===== config.mk =====
export PLATFORM = sky130hd
export DESIGN_NAME = regfile_writeback_arbiter
export DESIGN_NICKNAME = d
export VERILOG_FILES = /design/src/rtl/wb_pkg.sv /design/src/rtl/wb_fifo.sv /design/src/rtl/regfile_writeback_arbiter.sv
export SDC_FILE = /design/constraint.sdc
export NUM_CORES = 1
export LEC_CHECK = 0
export ABC_CLOCK_PERIOD_IN_PS = 4730
export CAP_MARGIN = 10
export CORE_ASPECT_RATIO = 2
export CORE_MARGIN = 1.5
export CORE_UTILIZATION = 30
export DETAILED_ROUTE_END_ITERATION = 8
export SLEW_MARGIN = 20
export SYNTH_ARGS = -nofsm -noshare
export SYNTH_HDL_FRONTEND = slang
export SYNTH_SLANG_ARGS = --single-unit

===== constraint.sdc =====
create_clock -name clk -period 4.73 [get_ports clk]
set_input_delay 0.946 -clock clk [delete_from_list [all_inputs] [get_ports clk]]
set_output_delay 0.946 -clock clk [all_outputs]
set_load 0.02 [all_outputs]

===== src/rtl/wb_pkg.sv =====
// Shared types for the register-file writeback path: entry layout and source ids.
package wb_pkg;
  localparam int WB_ADDR_W = 5;
  localparam int WB_DATA_W = 64;

  typedef enum logic {SRC_ALU = 1'b0, SRC_MEM = 1'b1} wb_src_e;

  typedef struct packed {
    logic [WB_ADDR_W-1:0] addr;
    logic [WB_DATA_W-1:0] data;
  } wb_entry_t;
endpackage


===== src/rtl/wb_fifo.sv =====
// Synchronous FIFO for writeback entries; exposes storage and read pointer so the
// top level can search queued entries in age order.
module wb_fifo
  import wb_pkg::*;
#(
  parameter int W     = WB_ADDR_W + WB_DATA_W,
  parameter int DEPTH = 4,
  localparam int PW   = $clog2(DEPTH),
  localparam int CW   = PW + 1
) (
  input  logic                    clk,
  input  logic                    reset,
  input  logic                    push_i,
  input  logic [W-1:0]            din_i,
  input  logic                    pop_i,
  output logic [W-1:0]            head_o,
  output logic [CW-1:0]           count_o,
  output logic                    full_o,
  output logic                    empty_o,
  output logic [DEPTH-1:0][W-1:0] mem_o,
  output logic [PW-1:0]           rd_ptr_o
);
  logic [DEPTH-1:0][W-1:0] mem_q;
  logic [PW-1:0]           wr_ptr_q, rd_ptr_q;
  logic [CW-1:0]           count_q, count_d;

  always_comb begin
    count_d = count_q;
    case ({push_i, pop_i})
      2'b10:   count_d = count_q + CW'(1);
      2'b01:   count_d = count_q - CW'(1);
      default: count_d = count_q;
    endcase
  end

  // Pointers wrap naturally because DEPTH is a power of two.
  always_ff @(posedge clk) begin
    if (reset) begin
      wr_ptr_q <= '0;
      rd_ptr_q <= '0;
      count_q  <= '0;
    end else begin
      if (push_i) begin
        mem_q[wr_ptr_q] <= din_i;
        wr_ptr_q        <= wr_ptr_q + PW'(1);
      end
      if (pop_i) rd_ptr_q <= rd_ptr_q + PW'(1);
      count_q <= count_d;
    end
  end

  assign head_o   = mem_q[rd_ptr_q];
  assign count_o  = count_q;
  assign full_o   = (count_q == CW'(DEPTH));
  assign empty_o  = (count_q == '0);
  assign mem_o    = mem_q;
  assign rd_ptr_o = rd_ptr_q;
endmodule


===== src/rtl/regfile_writeback_arbiter.sv =====
// Round-robin ALU/MEM writeback arbiter feeding a FIFO that drains into registered
// RF write-port outputs. Optional forwarding search enabled by WB_FWD_EN.
module regfile_writeback_arbiter
  import wb_pkg::*;
#(
  parameter int BIT_NUMBER  = 64,
  parameter int ADDR_NUMBER = 5,
  parameter int FIFO_DEPTH  = 4,
  localparam int PW         = $clog2(FIFO_DEPTH),
  localparam int CW         = PW + 1
) (
  input  logic                   clk,
  input  logic                   reset,
  input  logic                   src0_valid,
  output logic                   src0_ready,
  input  logic [ADDR_NUMBER-1:0] src0_addr,
  input  logic [BIT_NUMBER-1:0]  src0_data,
  input  logic                   src1_valid,
  output logic                   src1_ready,
  input  logic [ADDR_NUMBER-1:0] src1_addr,
  input  logic [BIT_NUMBER-1:0]  src1_data,
  input  logic                   rf_stall,
  output logic                   rf_write_enable,
  output logic [ADDR_NUMBER-1:0] rf_dest_addr,
  output logic [BIT_NUMBER-1:0]  rf_write_data,
  output logic [CW-1:0]          fifo_count,
  output logic                   wb_idle
`ifdef WB_FWD_EN
  ,
  input  logic [ADDR_NUMBER-1:0] fwd_addr_1,
  input  logic [ADDR_NUMBER-1:0] fwd_addr_2,
  output logic                   fwd_hit_1,
  output logic                   fwd_hit_2,
  output logic [BIT_NUMBER-1:0]  fwd_data_1,
  output logic [BIT_NUMBER-1:0]  fwd_data_2
`endif
);
  localparam int EW = ADDR_NUMBER + BIT_NUMBER;

  wb_src_e                         rr_q;
  logic                            grant0, grant1, full, empty, pop;
  logic [EW-1:0]                   push_entry, head;
  logic [FIFO_DEPTH-1:0][EW-1:0]   fifo_mem;
  logic [PW-1:0]                   fifo_rd_ptr;
  logic                            rf_we_q;
  logic [ADDR_NUMBER-1:0]          rf_addr_q;
  logic [BIT_NUMBER-1:0]           rf_data_q;

  // Grant depends only on occupancy, never on this cycle's pop.
  always_comb begin
    grant0 = 1'b0;
    grant1 = 1'b0;
    if (!full) begin
      if (src0_valid && (!src1_valid || rr_q == SRC_ALU)) grant0 = 1'b1;
      else if (src1_valid)                                grant1 = 1'b1;
    end
  end

  assign push_entry = grant1 ? {src1_addr, src1_data} : {src0_addr, src0_data};
  assign pop        = !empty && !rf_stall;

  wb_fifo #(.W(EW), .DEPTH(FIFO_DEPTH)) u_fifo (
    .clk     (clk),
    .reset   (reset),
    .push_i  (grant0 | grant1),
    .din_i   (push_entry),
    .pop_i   (pop),
    .head_o  (head),
    .count_o (fifo_count),
    .full_o  (full),
    .empty_o (empty),
    .mem_o   (fifo_mem),
    .rd_ptr_o(fifo_rd_ptr)
  );

  always_ff @(posedge clk) begin
    if (reset) begin
      rr_q      <= SRC_ALU;
      rf_we_q   <= 1'b0;
      rf_addr_q <= '0;
      rf_data_q <= '0;
    end else begin
      rf_we_q <= pop;
      if (pop) {rf_addr_q, rf_data_q} <= head;
      if (grant0)      rr_q <= SRC_MEM;
      else if (grant1) rr_q <= SRC_ALU;
    end
  end

  assign src0_ready      = grant0;
  assign src1_ready      = grant1;
  assign rf_write_enable = rf_we_q;
  assign rf_dest_addr    = rf_addr_q;
  assign rf_write_data   = rf_data_q;
  assign wb_idle         = empty && !rf_we_q;

`ifdef WB_FWD_EN
  logic [1:0][ADDR_NUMBER-1:0] fa;
  logic [1:0]                  fh;
  logic [1:0][BIT_NUMBER-1:0]  fd;
  logic [PW-1:0]               idx;

  assign fa = {fwd_addr_2, fwd_addr_1};

  // The output register is older than any queued entry; scanning the FIFO
  // oldest-first lets the youngest match overwrite earlier ones.
  always_comb begin
    fh  = '0;
    fd  = '0;
    idx = '0;
    for (int k = 0; k < 2; k++) begin
      if (rf_we_q && rf_addr_q == fa[k]) begin
        fh[k] = 1'b1;
        fd[k] = rf_data_q;
      end
      for (int i = 0; i < FIFO_DEPTH; i++) begin
        idx = fifo_rd_ptr + PW'(i);
        if (CW'(i) < fifo_count && fifo_mem[idx][EW-1 -: ADDR_NUMBER] == fa[k]) begin
          fh[k] = 1'b1;
          fd[k] = fifo_mem[idx][BIT_NUMBER-1:0];
        end
      end
    end
  end

  assign fwd_hit_1  = fh[0];
  assign fwd_hit_2  = fh[1];
  assign fwd_data_1 = fd[0];
  assign fwd_data_2 = fd[1];
`else
  logic unused_fwd_view;
  assign unused_fwd_view = ^{fifo_mem, fifo_rd_ptr};
`endif
endmodule


==> flow_metrics.py, run 1 <==
metrics = {
    "worst_hold_path": {
        "hp-class": "register to register",
        "whs_path_depth": 1,
        "worstHoldStart": "rf_write_data[11]",
        "hold_end": "rf_write_data[11]",
    },
    "clock_network": {
        "clockBufferDepth": 3,
        "cts_setup_buffers": 0,
        "clk_latency_ns": 0.58,
        "cts_tree": "yes",
        "htreeDepth": 1,
        "cts_resized": 0,
        "clockRootBuffer": "clkbuf_16",
        "ctsHoldBuffers": 0,
        "clkSlewWorstSetupHoldPaths_ns": 0.07,
        "numCtsBuffers": 31,
        "clkSinkCount": 354,
    },
    "detailed_routing": {
        "drt-pass1-iter-count": 4,
        "num_vias": 6929,
        "avgRoutedWirePerCell_um": 20.9,
        "drc": 0,
        "drt_iter0_drc": 296,
        "wirelength_um": 30600,
        "ant_nets": 0,
        "viasPerCell": 4.74,
    },
    "timing": {
        "drv_slew": 0,
        "fmax_ghz": 0.305,
        "finalCriticalPeriod_ns": 3.28,
        "finalSetupViolCount": 0,
        "rsz0062_at_grt": "false",
        "tightest_slew_ns": 0.888,
        "relSlewSlack_pct": 40.8,
        "hold_violations": 0,
        "post-route-worst-setup-slack_ns": 1.45,
        "fin_crit_sh_pct": 69.3,
        "holdWs_ns": 0.476,
        "fin_setup_tns_ns": 0,
        "finClkSkew_ns": 0.0151,
    },
    "final_layout": {
        "final_cells": 1462,
        "num-fill-cells": 4101,
        "antenna_cells": 0,
        "final_nets": 1031,
        "area_growth_pct": 28.8,
        "final_cell_mix": "edfxtp_1, clkdlybuf4s50_1, dfxtp_1, mux4_2, a22o_1",
        "mostFrequentLayoutCell": "edfxtp_1",
        "layout-drive-gt1-share_pct": 21.8,
    },
    "worst_setup_path": {
        "worst_r2r_path_depth": 8,
        "worst-setup-path-type": "register to primary output",
        "cp.arrival_ns": 2.33,
        "r2r-start": "u_fifo.count_o[2]",
        "cp_max_fo": 7,
        "r2r_slack_ns": 2.16,
        "endpoint_kind": "primary output",
        "start_kind": "register",
        "r2r-end": "u_fifo.count_o[2]",
        "crit_required_ns": 3.78,
    },
    "power_and_ir_drop": {
        "ir_worst_vdd_v": 0.000299,
        "power_density_mw_per_mm2": 502,
        "power.total_mw": 8.70,
        "total_leakage_power_nw": 5.66,
    },
    "logic_synthesis": {
        "synth_edf_count": 276,
        "async_reset_ff_share_pct": 0,
        "yosysWarningCount": 0,
        "syn_area_mm2": 0.0134,
        "synthCells": 656,
        "synth_top_area_cell": "edfxtp_1",
        "syn_nets": 805,
        "seq_area_frac_synth_pct": 73.2,
        "synth.top_cell.area_share_pct": 61.6,
        "yosysUniqueCellTypes": 33,
        "syn_area_per_cell_um2": 20.5,
        "synth-seq-cells": 354,
        "synth.area.top_cells": "edfxtp_1, dfxtp_1, mux4_2",
        "synth_flop_cell": "edfxtp_1",
    },
    "grt": {
        "overflow": 0,
        "grt_first_pass_wirelength_um": 45900,
        "grt_start_max_net_pins": 55,
        "grt_pass1_vias": 7646,
        "grt_use_total_pct": 13.2,
        "antenna_found_initial": 0,
    },
    "run": {
        "cap_viol_max_count": 0,
    },
    "floorplanning": {
        "chipHeight_um": 302,
        "rows": 109,
        "start_util_pct": 30.4,
        "pin_count": 219,
        "core_mm2": 0.0442,
        "dieArea_mm2": 0.0462,
        "fp.dieW_um": 153,
    },
    "placement": {
        "dp_hpwl_um": 18800,
        "portBuffers": 218,
        "dp_slack_ns": 1.35,
        "dpl.cell_count": 1404,
        "gp_congestion": 0.671,
    },
    "outcome": {
        "outcome": "finished clean",
    },
}
area by class of cell:
class / count / area [um2] / share of cell area, %
Clock buffer: 40 / 820 / 4.73
Clock inverter: 18 / 235 / 1.36
Inverter: 8 / 30.0 / 0.173
Multi-Input combinational cell: 255 / 3340 / 19.3
Sequential cell: 354 / 9860 / 56.9
Tap cell: 555 / 694 / 4.01
Timing Repair Buffer: 232 / 2340 / 13.5
worst max-delay path, cell delays in order (launching register included):
cell             delay, ns
dfxtp_1               0.49
or3b_1                0.55
nand2_1               0.13
a21oi_1               0.05
clkdlybuf4s50_1       0.54
logic make-up after synthesis:
logic type / share of synthesized area, %
multiplexers: 17.6
AND/OR/NAND/NOR: 1.14
flip-flops: 73.2
adder cells (fa/ha/maj): 0.614
buffers and inverters: 2.08
AO/OA/AOI/OAI: 5.20
XOR/XNOR: 0.130
flip-flops by register name, indices dropped and copies added (netlist names):
signal           flops
u_fifo.rd_ptr_o      2
rf_write_enable      1
u_fifo.mem_o       276
rf_dest_addr         5
u_fifo.count_o       3
rr_q                 1
rf_write_data       64
u_fifo.wr_ptr_q      2
stage by stage:
step | utilization (%) | cell area [um2]
final | 39.2 | 17300
after global routing | 39.2 | 17300
after CTS | 39.2 | 17300
after detailed placement | 36.8 | 16300
after global placement | 36.8 | 16300
after floorplan | - | 13400
metal layers:
metal  vias to the layer above  track usage (%)  part of all wire [%]
met5                         -                0                     0
met3                        36             1.59                   3.5
met2                       165             25.8                    57
li1                       3146                -                     -
met1                      3582             14.8                    38
met4                         0             3.82                   1.8
cells in the mapped netlist, types with 2 or more instances:
master    instances
edfxtp_1        276
dfxtp_1          78
a22o_1           69
mux4_2           69
mux2_2           48
clkbuf_1         16
buf_2            14
mux2_1           12
mux2_4            9
inv_1             8
a21oi_1           7
nor2_1            7
buf_8             6
ha_1              5
o21ai_0           5
and2_1            4
or3_1             3
a311oi_1          2
buf_6             2
nor3_1            2
xor2_1            2
worst max path at each step:
stage,start,endpoint,slack [ns],depth (start not counted)
after global routing,u_fifo.count_o[0],src0_ready,1.32,4
final,u_fifo.count_o[2],src0_ready,1.45,4
after floorplan,reset,u_fifo.mem_o[0],1.23,3
after global placement,src1_valid,u_fifo.mem_o[103],1.38,5
after detailed placement,src1_valid,u_fifo.mem_o[95],1.35,5
after CTS,u_fifo.count_o[2],src0_ready,1.39,4
power by group:
part           switching, mW  total (mW)  leakage (nW)  internal [mW]
logic                  0.956        1.98          1.99           1.02
registers              0.267        4.09          3.16           3.82
clock network           1.12        2.63         0.513           1.51
Power figures use the tool's default switching activity.
==> run 2: changes to the inputs <==
--- a/config.mk
+++ b/config.mk
@@ -5,7 +5,7 @@
 export SDC_FILE = /design/constraint.sdc
 export NUM_CORES = 1
 export LEC_CHECK = 0
-export ABC_CLOCK_PERIOD_IN_PS = 4730
+export ABC_CLOCK_PERIOD_IN_PS = 2710
 export CAP_MARGIN = 10
 export CORE_ASPECT_RATIO = 2
 export CORE_MARGIN = 1.5
==> constraint.sdc (replaced) <==
create_clock -name clk -period 2.71 [get_ports clk]
set_input_delay 0.542 -clock clk [delete_from_list [all_inputs] [get_ports clk]]
set_output_delay 0.542 -clock clk [all_outputs]
set_load 0.02 [all_outputs]
==> run 2 against run 1 <==
  * Power grew 79%
  * Combinational power rose by 82%
  * Worst hold slack got worse by 0.0067 ns
  * Register-to-register slack worse by 1.9 ns
  * Via count increased by 2.8%
  * Sequential power up 74%
  * Global-route usage increased by 1.1 points
  * Core utilization increased by 0.66 points
  * Flip-flop and latch count is the same
  * Design area grew 1.7%
  * Die area unchanged
  * Worst setup slack got worse by 1.3 ns
==> flow_metrics.py, run 2 (synthesis gave the netlist of run 1 again) <==
metrics = {
    "clock_network": {
        "cts_setup_buffers": 0,
        "ctsHoldBuffers": 0,
        "clockRootBuffer": "clkbuf_16",
        "clockBufferDepth": 3,
        "clkSlewWorstSetupHoldPaths_ns": 0.06,
        "cts_tree": "yes",
        "htreeDepth": 2,
        "clkSinkCount": 354,
        "cts_resized": 2,
        "numCtsBuffers": 34,
        "clk_latency_ns": 0.52,
    },
    "placement": {
        "portBuffers": 218,
        "dp_hpwl_um": 20000,
        "postPlaceCellArea_mm2": 0.0165,
        "gp_congestion": 0.712,
    },
    "worst_setup_path": {
        "r2r-end": "u_fifo.count_o[2]",
        "r2r-start": "u_fifo.count_o[0]",
        "start_kind": "register",
        "endpoint_kind": "primary output",
        "crit_required_ns": 2.17,
        "cp_max_fo": 7,
        "worst-setup-path-type": "register to primary output",
        "worst_r2r_path_depth": 8,
        "r2r_slack_ns": 0.25,
        "cp.arrival_ns": 2.04,
    },
    "power_and_ir_drop": {
        "power_frac_clock_pct": 31.1,
        "p_sw_mw": 4.18,
        "intPower_mw": 11.4,
        "power_density_mw_per_mm2": 885,
        "ir_worst_vdd_v": 0.000564,
        "power_frac_comb_pct": 23.2,
        "power_frac_seq_pct": 45.8,
        "total_leakage_power_nw": 5.79,
        "switching_share_pct": 26.8,
    },
    "grt": {
        "grt.met3_usage_pct": 2.15,
        "grt_first_pass_wirelength_um": 48500,
        "grt_pass1_vias": 7808,
        "gr-usage-met1_pct": 15.5,
        "grt_start_max_net_pins": 71,
        "grt_use_total_pct": 14.3,
        "antenna_found_initial": 0,
        "overflow": 0,
        "grt_use_met2_pct": 27.4,
        "top_usage_layer": "met2",
    },
    "timing": {
        "hold_violations": 0,
        "tightest_slew_ns": 0.814,
        "drv_slew": 0,
        "fin_crit_sh_pct": 95.4,
        "finalSetupViolCount": 0,
        "holdWs_ns": 0.470,
        "relSlewSlack_pct": 45.7,
        "finalCriticalPeriod_ns": 2.59,
        "fin_setup_tns_ns": 0,
        "finClkSkew_ns": 0.0270,
        "fmax_ghz": 0.387,
        "rsz0062_at_grt": "false",
    },
    "final_layout": {
        "finish.utilization_pct": 39.8,
        "num-fill-cells": 4076,
        "multi_input_area_mm2": 0.00334,
        "antenna_cells": 0,
        "register_area_mm2": 0.00986,
        "final_area_mm2": 0.0176,
        "largest_reg_flops": 276,
        "final_cell_mix": "edfxtp_1, clkdlybuf4s50_1, dfxtp_1, mux4_2, a22o_1",
        "mostFrequentLayoutCell": "edfxtp_1",
        "layout-drive-gt1-share_pct": 23.0,
        "area_growth_pct": 30.9,
        "final_nets": 1045,
    },
    "detailed_routing": {
        "viasPerCell": 4.83,
        "num_vias": 7123,
        "drc": 0,
        "drt-pass1-iter-count": 4,
        "avgRoutedWirePerCell_um": 22.3,
        "drt_iter0_drc": 294,
        "wirelength_um": 32900,
        "ant_nets": 0,
    },
    "worst_hold_path": {
        "hold_end": "rf_write_data[11]",
        "hp-class": "register to register",
        "whs_path_depth": 1,
        "worstHoldStart": "rf_write_data[11]",
    },
    "outcome": {
        "outcome": "finished clean",
    },
    "floorplanning": {
        "pin_count": 219,
        "core_mm2": 0.0442,
        "fp.dieW_um": 153,
        "start_util_pct": 30.4,
        "chipHeight_um": 302,
        "rows": 109,
        "dieArea_mm2": 0.0462,
    },
    "run": {
        "cap_viol_max_count": 0,
    },
}
==> run 2: cell count changes in the layout (fill, tap and decap cells not counted), sizes merged <==
cell,change
clkinv,-1
clkbuf,+5
clkinvlp,+1
buf,+12
clkdlybuf4s50,-2
inv,-1
dlygate4sd2,+1
bufinv,-1
==> run 2: area by class of cell <==
| type | count | area share (%) |
|---|---|---|
| Clock buffer | 45 | 5.36 |
| Multi-Input combinational cell | 255 | 19.0 |
| Inverter | 8 | 0.171 |
| Timing Repair Buffer | 243 | 14.5 |
| Tap cell | 555 | 3.94 |
| Clock inverter | 16 | 1.05 |
| Sequential cell | 354 | 56.0 |
==> run 2: worst max path at each step <==
| stage | start | depth (start not counted) | to | slack (ns) |
|---|---|---|---|---|
| final | u_fifo.count_o[0] | 3 | wb_idle | 0.12 |
| after global routing | u_fifo.count_o[0] | 3 | wb_idle | 0.01 |
| after CTS | u_fifo.count_o[0] | 3 | wb_idle | 0.08 |
| after detailed placement | src1_valid | 8 | u_fifo.count_o[2] | -0.04 |
| after global placement | src1_valid | 8 | u_fifo.count_o[2] | -0.01 |
| after floorplan | reset | 3 | u_fifo.mem_o[0] | 0.36 |
==> run 2: worst max-delay path: stages, from the launching register on <==
cell and delay, ns:
dfxtp_1 0.38, or3_4 0.44, nor2_1 0.10, clkdlybuf4s50_1 0.60
==> run 2: power groups by stage <==
stage,Clock [mW],Sequential [mW],Combinational (mW)
2_1_floorplan,0,7.37,1.89
3_3_place_gp,0,7.25,3.66
3_5_place_dp,0,7.27,3.69
4_1_cts,5.00,7.16,3.70
5_1_grt,5.18,7.22,3.87
6_report,4.84,7.13,3.61
==> run 2: per-stage QoR <==
step | instances | power, mW | worst slack [ns]
after floorplan | 656 | 9.26 | 0.363
after global placement | 1415 | 10.9 | -0.0104
final | 1476 | 15.6 | 0.124
after global routing | 1476 | 16.3 | 0.0106
after detailed placement | 1415 | 11.0 | -0.0381
after CTS | 1476 | 15.9 | 0.0806
==> run 2: metal layers <==
metal,vias to the layer above,routed length (um)
met2,179,18400
li1,3175,-
met5,-,0
met3,41,1110
met4,0,896
met1,3728,12400
==> run 3: changes to the inputs <==
--- a/config.mk
+++ b/config.mk
@@ -11,6 +11,7 @@
 export CORE_MARGIN = 1.5
 export CORE_UTILIZATION = 30
 export DETAILED_ROUTE_END_ITERATION = 8
+export HOLD_SLACK_MARGIN = 0.15
 export SLEW_MARGIN = 20
 export SYNTH_ARGS = -nofsm -noshare
 export SYNTH_HDL_FRONTEND = slang
==> results of run 3 <==
Final layout, timing and power as in run 2 (identical DEF).
